File: src/rtl/fwd_hazard_ctrl.sv
// EX-stage operand forwarding selects plus load-use stall/bubble control for the 5-stage core.
// Build option STALL_COUNTER_EN adds the stall_count output and its counter.
//
// state | meaning
// RUN   | normal issue; a load-use hazard inserts exactly one bubble into EX
// STALL | bubble issued; the dependent waits in ID until the load reaches WB
module fwd_hazard_ctrl #(
    parameter int REG_ADDR_W = 5,
    parameter int CNT_W      = 32
) (
    input  logic                  clk,
    input  logic                  reset,
    input  logic                  id_valid,
    input  logic [REG_ADDR_W-1:0] id_rs1,
    input  logic [REG_ADDR_W-1:0] id_rs2,
    input  logic                  id_rs1_used,
    input  logic                  id_rs2_used,
    input  logic [REG_ADDR_W-1:0] id_rd,
    input  logic                  id_reg_write,
    input  logic                  id_is_load,
    input  logic                  ex_ready,
    output logic [1:0]            fwd_a_sel,
    output logic [1:0]            fwd_b_sel,
    output logic                  stall_id,
    output logic                  bubble_ex
`ifdef STALL_COUNTER_EN
    ,
    output logic [CNT_W-1:0]      stall_count
`endif
);

    typedef enum logic {RUN = 1'b0, STALL = 1'b1} state_t;

    state_t                state;
    logic [REG_ADDR_W-1:0] ex_rd, mem_rd, wb_rd;
    logic                  ex_wr, mem_wr, wb_wr;
    logic                  ex_load, mem_load, wb_load;

    logic rs1_ex, rs2_ex, rs1_mem, rs2_mem;
    logic hazard, issue;

    function automatic logic reg_match(input logic [REG_ADDR_W-1:0] rs,
                                       input logic                  used,
                                       input logic [REG_ADDR_W-1:0] rd,
                                       input logic                  wr);
        return wr && (rd == rs) && (rs != '0) && used;
    endfunction

    // The newer producer (EX) wins; a load in EX never forwards, it stalls instead.
    function automatic logic [1:0] sel_for(input logic m_ex, input logic m_mem, input logic ld_ex);
        if (m_ex && !ld_ex) return 2'd1;
        if (m_mem)          return 2'd2;
        return 2'd0;
    endfunction

    assign rs1_ex  = reg_match(id_rs1, id_rs1_used, ex_rd, ex_wr);
    assign rs2_ex  = reg_match(id_rs2, id_rs2_used, ex_rd, ex_wr);
    assign rs1_mem = reg_match(id_rs1, id_rs1_used, mem_rd, mem_wr);
    assign rs2_mem = reg_match(id_rs2, id_rs2_used, mem_rd, mem_wr);

    assign hazard    = id_valid && ex_load && (rs1_ex || rs2_ex);
    assign stall_id  = hazard || !ex_ready;
    assign bubble_ex = hazard && ex_ready && (state == RUN);
    assign issue     = id_valid && !stall_id;

    always_ff @(posedge clk) begin
        if (reset) begin
            state     <= RUN;
            ex_rd     <= '0;
            ex_wr     <= 1'b0;
            ex_load   <= 1'b0;
            mem_rd    <= '0;
            mem_wr    <= 1'b0;
            mem_load  <= 1'b0;
            wb_rd     <= '0;
            wb_wr     <= 1'b0;
            wb_load   <= 1'b0;
            fwd_a_sel <= 2'd0;
            fwd_b_sel <= 2'd0;
        end else if (ex_ready) begin
            wb_rd    <= mem_rd;
            wb_wr    <= mem_wr;
            wb_load  <= mem_load;
            mem_rd   <= ex_rd;
            mem_wr   <= ex_wr;
            mem_load <= ex_load;
            if (issue) begin
                ex_rd     <= id_rd;
                ex_wr     <= id_reg_write;
                ex_load   <= id_is_load;
                fwd_a_sel <= sel_for(rs1_ex, rs1_mem, ex_load);
                fwd_b_sel <= sel_for(rs2_ex, rs2_mem, ex_load);
            end else begin
                ex_rd     <= '0;
                ex_wr     <= 1'b0;
                ex_load   <= 1'b0;
                fwd_a_sel <= 2'd0;
                fwd_b_sel <= 2'd0;
            end
            case (state)
                RUN:     if (hazard) state <= STALL;
                STALL:   state <= RUN;
                default: state <= RUN;
            endcase
        end
    end

    // WB entry and the MEM load flag complete the tracking record but drive no decision.
    logic unused_track;
    assign unused_track = ^{wb_rd, wb_wr, wb_load, mem_load};

`ifdef STALL_COUNTER_EN
    always_ff @(posedge clk) begin
        if (reset)
            stall_count <= '0;
        else if (stall_id)
            stall_count <= stall_count + CNT_W'(1);
    end
`else
    // CNT_W only sizes the counter; tie it off when the counter is absent.
    logic [CNT_W-1:0] unused_cnt_w;
    assign unused_cnt_w = '0;
`endif

endmodule

File: config.mk
export PLATFORM = sky130hd
export DESIGN_NAME = fwd_hazard_ctrl
export DESIGN_NICKNAME = d
export VERILOG_FILES = /design/src/rtl/fwd_hazard_ctrl.sv
export SDC_FILE = /design/constraint.sdc
export NUM_CORES = 1
export LEC_CHECK = 0
export ABC_AREA = 1
export BUFFER_PORTS_ARGS = -buffer_cell sky130_fd_sc_hd__buf_2
export CORE_ASPECT_RATIO = 0.8
export CORE_MARGIN = 2
export CORE_UTILIZATION = 45
export DETAILED_ROUTE_END_ITERATION = 8
export PLACE_DENSITY_LB_ADDON = 0.2
export SKIP_LAST_GASP = 1
export SLEW_MARGIN = 10
export SYNTH_ARGS = -nofsm -noshare
export SYNTH_HDL_FRONTEND = slang
export SYNTH_SLANG_ARGS = --single-unit
export TNS_END_PERCENT = 100
File: constraint.sdc
create_clock -name clk -period 1.1 [get_ports clk]
set_input_delay 0.055 -clock clk [delete_from_list [all_inputs] [get_ports clk]]
set_output_delay 0.055 -clock clk [all_outputs]
set_load 0.05 [all_outputs]
* Yosys cells after proc, flatten, opt, wreduce, memory -nomap -nowiden
Index checks and enable logic that the tools add are counted.
** Storage, ports and cells
- Register bits :: 18
- Input port bits :: 23
- Output and inout port bits :: 6
- Logic and storage cells :: 72
** Operators by class
- Equality and inequality tests :: 4
- Mux-type cells :: 33
- Bitwise gates (word level) :: 1
- Reduce and logical (&&, ||, !) cells :: 26
** Operators by type and width (number)
- two-way mux 1 bit :: 21
- == test 5 bit :: 4
- two-way mux 2 bit :: 10
- logical AND 1 bit :: 19
- nonzero test 5 bit :: 2
- two-way mux 5 bit :: 1
- zero test 1 bit :: 3
- logical OR 1 bit :: 2
- one-hot mux 1 bit (2 select lines) :: 1
- NOT 1 bit :: 1

* Longest topological paths before layout
- Word-level depth :: 19
- Depth in mapped cells :: 12
- Mapped depth without buffers :: 11

* Worst setup path before layout
No wires, ideal clock.
- Kind :: register to output
- Start :: register ex_rd[3]
- End :: output port stall_id
- Data arrival time :: 1.322 ns
- Required time :: 1.045 ns
- Path slack :: -0.277 ns
- Cell stages (with the launch flop) :: 12
- Path buffers :: 1
- Path through :: dfxtp_1 -> inv_2 -> nand2_1 -> nand2_1 -> inv_1 -> nand2_1 -> nor2_2 -> nand2_1 -> nand2_2 -> nand2_4 -> buf_8 -> nand2_1
** Between the ends
- Word-level cells in the longest chain between the ends :: 7
- Elaborated cells between the ends (all ways) :: 11
- Classes of those cells :: eq/ne (2); reduce/logical (9)
** Ends and longest elaborated chain
- start, declared :: line 35 : logic [REG_ADDR_W-1:0] ex_rd, mem_rd, wb_rd;
- start signal, assigned :: line 88 : ex_rd <= id_rd;
- == test 5 bit :: line 46 : return wr && (rd == rs) && (rs != '0) && used;
- logical AND 1 bit (3 in a row) :: line 46
- logical OR 1 bit * :: line 61 : assign hazard = id_valid && ex_load && (rs1_ex || rs2_ex);
- logical AND 1 bit * :: line 61
- logical OR 1 bit * :: line 62 : assign stall_id = hazard || !ex_ready;
- end, declared :: line 24 : output logic stall_id,
Every way passes the cells marked *; elsewhere a longest branch is shown, timed or not.

* Worst setup path after layout
- Start :: register ex_rd[2]
- End :: output port bubble_ex
** Between the ends
- Word-level cells in the longest chain between the ends :: 8
- Elaborated cells between the ends (all ways) :: 12
- Classes of those cells :: eq/ne (2); reduce/logical (10)
** Ends and longest elaborated chain
- == test 5 bit :: line 46
- logical AND 1 bit (3 in a row) :: line 46
- logical OR 1 bit * :: line 61
- logical AND 1 bit * :: line 61
- logical AND 1 bit * (2 in a row) :: line 63 : assign bubble_ex = hazard && ex_ready && (state == RUN);
- end, declared :: line 25 : output logic bubble_ex
Marks and branches as above.

==> summary.md <==
| Metric | Value |
|---|---|
| PortBufs | `28` |
| Critical path data required time | `1.04 ns` |
| Seq cells post-synth | `18` |
| Min Tclk post-route | `1.59 ns` |
| Remaining DRCs | `0` |
| Final worst slack | `-0.490 ns` |
| Die Wd | `approximately 61 um` |
| Total congestion overflow | `0` |
| P_leak | `0.783 nW` |
| Largest net degree at the start of global routing | `23` |
| Die height | `roughly 49 um` |
| Routed length per instance | `11.6 um` |
| Global routing's busiest layer | `met2` |
| Initial Util | `0.474` |
| Rel. slew slack | `0.758` |
| Pre-antenna DRT Iters | `4` |
| Hpwl dp | `2400 um` |
| Most used cell, CP | `nand2_1` |
| Die ar. | `0.00300 mm^2` |
| Final non-filler cell total | `277` |
| R2r endpoint | `fwd_a_sel[1]$_SDFFE_PP0P_` |
| Slowest stage delay, CP | `0.36 ns` |
| Core footprint | `between 0.002 and 0.0025 mm^2` |
| Fraction of layout cells with a size suffix above 1 | `0.344` |
| Hold-critical path endpoint | `ex_rd[3]$_SDFFE_PP0P_` |
| Total negative setup slack | `-4.50 ns` |
| WL final | `3230 um` |
| Crit end category | `output port` |
| Status | `finished, violations left` |
| M3 GR Usage | `0.0531` |
| Number of max-cap violations | `0` |
| CTS tree | `yes` |
| Placed Cells | `268` |
| Hold path depth | `3` |
| Critical Path AT | `1.54 ns` |
| Final Hold Slack | `0.00408 ns` |
| Root Driver | `clkbuf_4` |
| Max rail drop VDD | `0.674 mV` |
| Least-Margin Pin Slew | `around 0.36 ns` |
| FP Rows | `16` |
| Reg clk slew, reported paths | `0.11 ns` |
| Most frequent cells after synthesis | `66 x nand2_1, 19 x inv_1, 18 x dfxtp_1` |
| # diodes | `0` |
| CTS buffer count | `3` |
| Top-Level Pins | `29` |
| Via-per-instance ratio | `roughly 4.8` |
| First-pass GRT wire length | `5060 um` |
| Worst path slowest cell | `dfxtp_2` |
| Largest family of logic cells by synthesized area | `simple AND/OR/NAND/NOR gates` |
| Worst r2r path cells | `11` |
| Area leader, netlist | `dfxtp_1` |
| Crit-path cells | `inv_2, nand2_1, nand2_1, nand2_1, nor2_2, nand2_1, nand2_2, nand3_4, clkinvlp_4, buf_8` |
| Syn Area/Cell | `6.06 um^2` |
| Met2 Track Usage GR | `0.344` |
| Area growth syn-to-layout | `36.4%` |
| Maximum buffer depth of the clock tree | `2` |
| GRT Total Usage | `0.227` |
| Area contributors post-synth | `dfxtp_1 31%, nand2_1 21%, a21oi_1 6.5%, nand4_1 6.5%, inv_1 6.2%` |
| Pins over their slew limit | `0` |
| RR Startpoint | `ex_rd[2]$_SDFFE_PP0P_` |
| Simple-gate share of the synthesized area | `0.412` |
| Final setup viols | `14` |
| ANT nets after route | `0` |
| Fin util | `0.647` |
| Top-count cell post-synth | `nand2_1` |
| RSZ-0062 raised after global routing | `yes` |
| Synth Area in Compound Gates | `0.115` |
| R2r setup slk | `-0.31 ns` |
| Post-Synth Adder-Cell Area | `0` |
| Initial antenna violation count | `0` |
| Met1 usage | `0.315` |
| Fin crit share | `1.45` |
| H-tree depth | `1` |
| Post-synth top area share | `0.311` |
| Synth Area in XOR/XNOR | `0.0227` |
| Crit Path Max Fanout | `4` |
| Post-synth ARST share | `0` |
| Synth Net Count | `214` |
| Ys Warns | `0` |
| Critical path type | `reg2out` |
| Failing checks | `negative setup slack` |
| Via count | `1,341` |
| # fillers | `252` |
| Initial DRC count | `75` |
| Clock sink total | `18` |
| Post-synthesis cell count | `191` |
| Netlist cell types | `19` |
| Clk Latency, worst-skew pair | `0.30 ns` |
| Post-synth EDFFs | `0` |
| Nets | `roughly 270` |
| Max Freq | `629 MHz` |
| Fin. Hold Viols | `0` |
| Synth Flop Type | `dfxtp_1` |
| Clk_skew | `0.00245 ns` |
| Hold-fix buffers, CTS | `0` |
| Multiplexer share of the synthesized area | `0` |
| Power Dens Cells | `900 mW/mm^2` |
| Hold Path Class | `in2reg` |
| Vias in the first global route | `1,166` |
| Post-place setup slack | `-0.298 ns` |
| Post-synthesis sequential area ratio | `0.311` |
| Routability cong. | `0.874` |
| Hold Startpoint | `id_rd[3]` |
| Cell Area, Synth | `0.00116 mm^2` |
| CP startpoint kind | `register` |
==> repair_timing <==
item                                    CTS  global route
pin swaps                                 3             0
resized for setup                        12             2
cloned                                    1             0
endpoints found under the setup margin   14            14
buffers inserted                          3             1
==> through the flow <==
stage                     cell area [um^2]  power (W)
final                                 1580    0.00142
after floorplan                       1170   0.000865
after global placement                1460   0.000991
after global routing                  1580    0.00149
after CTS                             1560    0.00142
after detailed placement              1460   0.000996
==> layer usage <==
metal	vias up	routed length, um
met3	6	187
met2	41	1470
li1	705	-
met5	-	0
met1	589	1510
met4	0	50
==> cell usage in the layout (no fill, tap or decap), types with 4 or more instances in the layout <==
master    count
inv_1        18
dfxtp_2       5
nand2_1      65
nor2_2        4
nand3_1       7
a21oi_1      14
inv_2        10
a211oi_1      5
o21ai_0       4
dfxtp_1      12
nor2_1       17
buf_4        23
nand4_1      12
buf_2        26
==> logic make-up (layout without fill, tap and decap cells) <==
group	after synthesis	in the layout
and+or+nand+nor	110	110
buffers and inverters	36	86
AOI/OAI and AO/OA	24	24
DFF	18	18
xor gates and xnor gates	3	3
==> power by group <==
| group | total [W] | internal (W) | switching, W |
|---|---|---|---|
| clock network | 0.000427 | 0.000202 | 0.000225 |
| logic | 0.000298 | 0.000133 | 0.000165 |
| registers | 0.000695 | 0.000672 | 0.0000225 |
| total | 0.00142 | 0.00101 | 0.000413 |
==> state kept, by name, indices dropped and copies added (netlist names) <==
register / flops
ex_load: 1
ex_rd: 5
ex_wr: 1
fwd_a_sel: 2
fwd_b_sel: 2
mem_rd: 5
mem_wr: 1
state: 1
==> layout make-up <==
class,instances,area [um^2],area share
Sequential cell,18,370,0.235
Timing Repair Buffer,53,355,0.225
Tap cell,36,45.0,0.0285
Inverter,29,113,0.0713
Multi-Input combinational cell,137,659,0.418
Clock buffer,4,36.3,0.0230
==> worst max-delay path by stage <==
stage          cells after the start             startpoint  slack [ns]                     to
2_1_floorplan                     12  ex_rd[3]$_SDFFE_PP0P_        -0.1  ex_rd[0]$_SDFFE_PP0P_
3_3_place_gp                      11  ex_rd[3]$_SDFFE_PP0P_       -0.29              bubble_ex
3_5_place_dp                      11  ex_rd[3]$_SDFFE_PP0P_       -0.30              bubble_ex
4_1_cts                           11  ex_rd[3]$_SDFFE_PP0P_       -0.49              bubble_ex
5_1_grt                            9     ex_wr$_SDFFE_PP0P_       -0.63              bubble_ex
6_report                          10  ex_rd[2]$_SDFFE_PP0P_       -0.49              bubble_ex
==> worst max-delay path: cells and delay by family, from the launching register on <==
family / cells / cell delay (ns)
flip-flops: 1 / 0.36
buffers and inverters: 3 / 0.27
AND/OR/NAND/NOR: 7 / 0.60
Note: power is estimated with default switching activity, not from simulation.
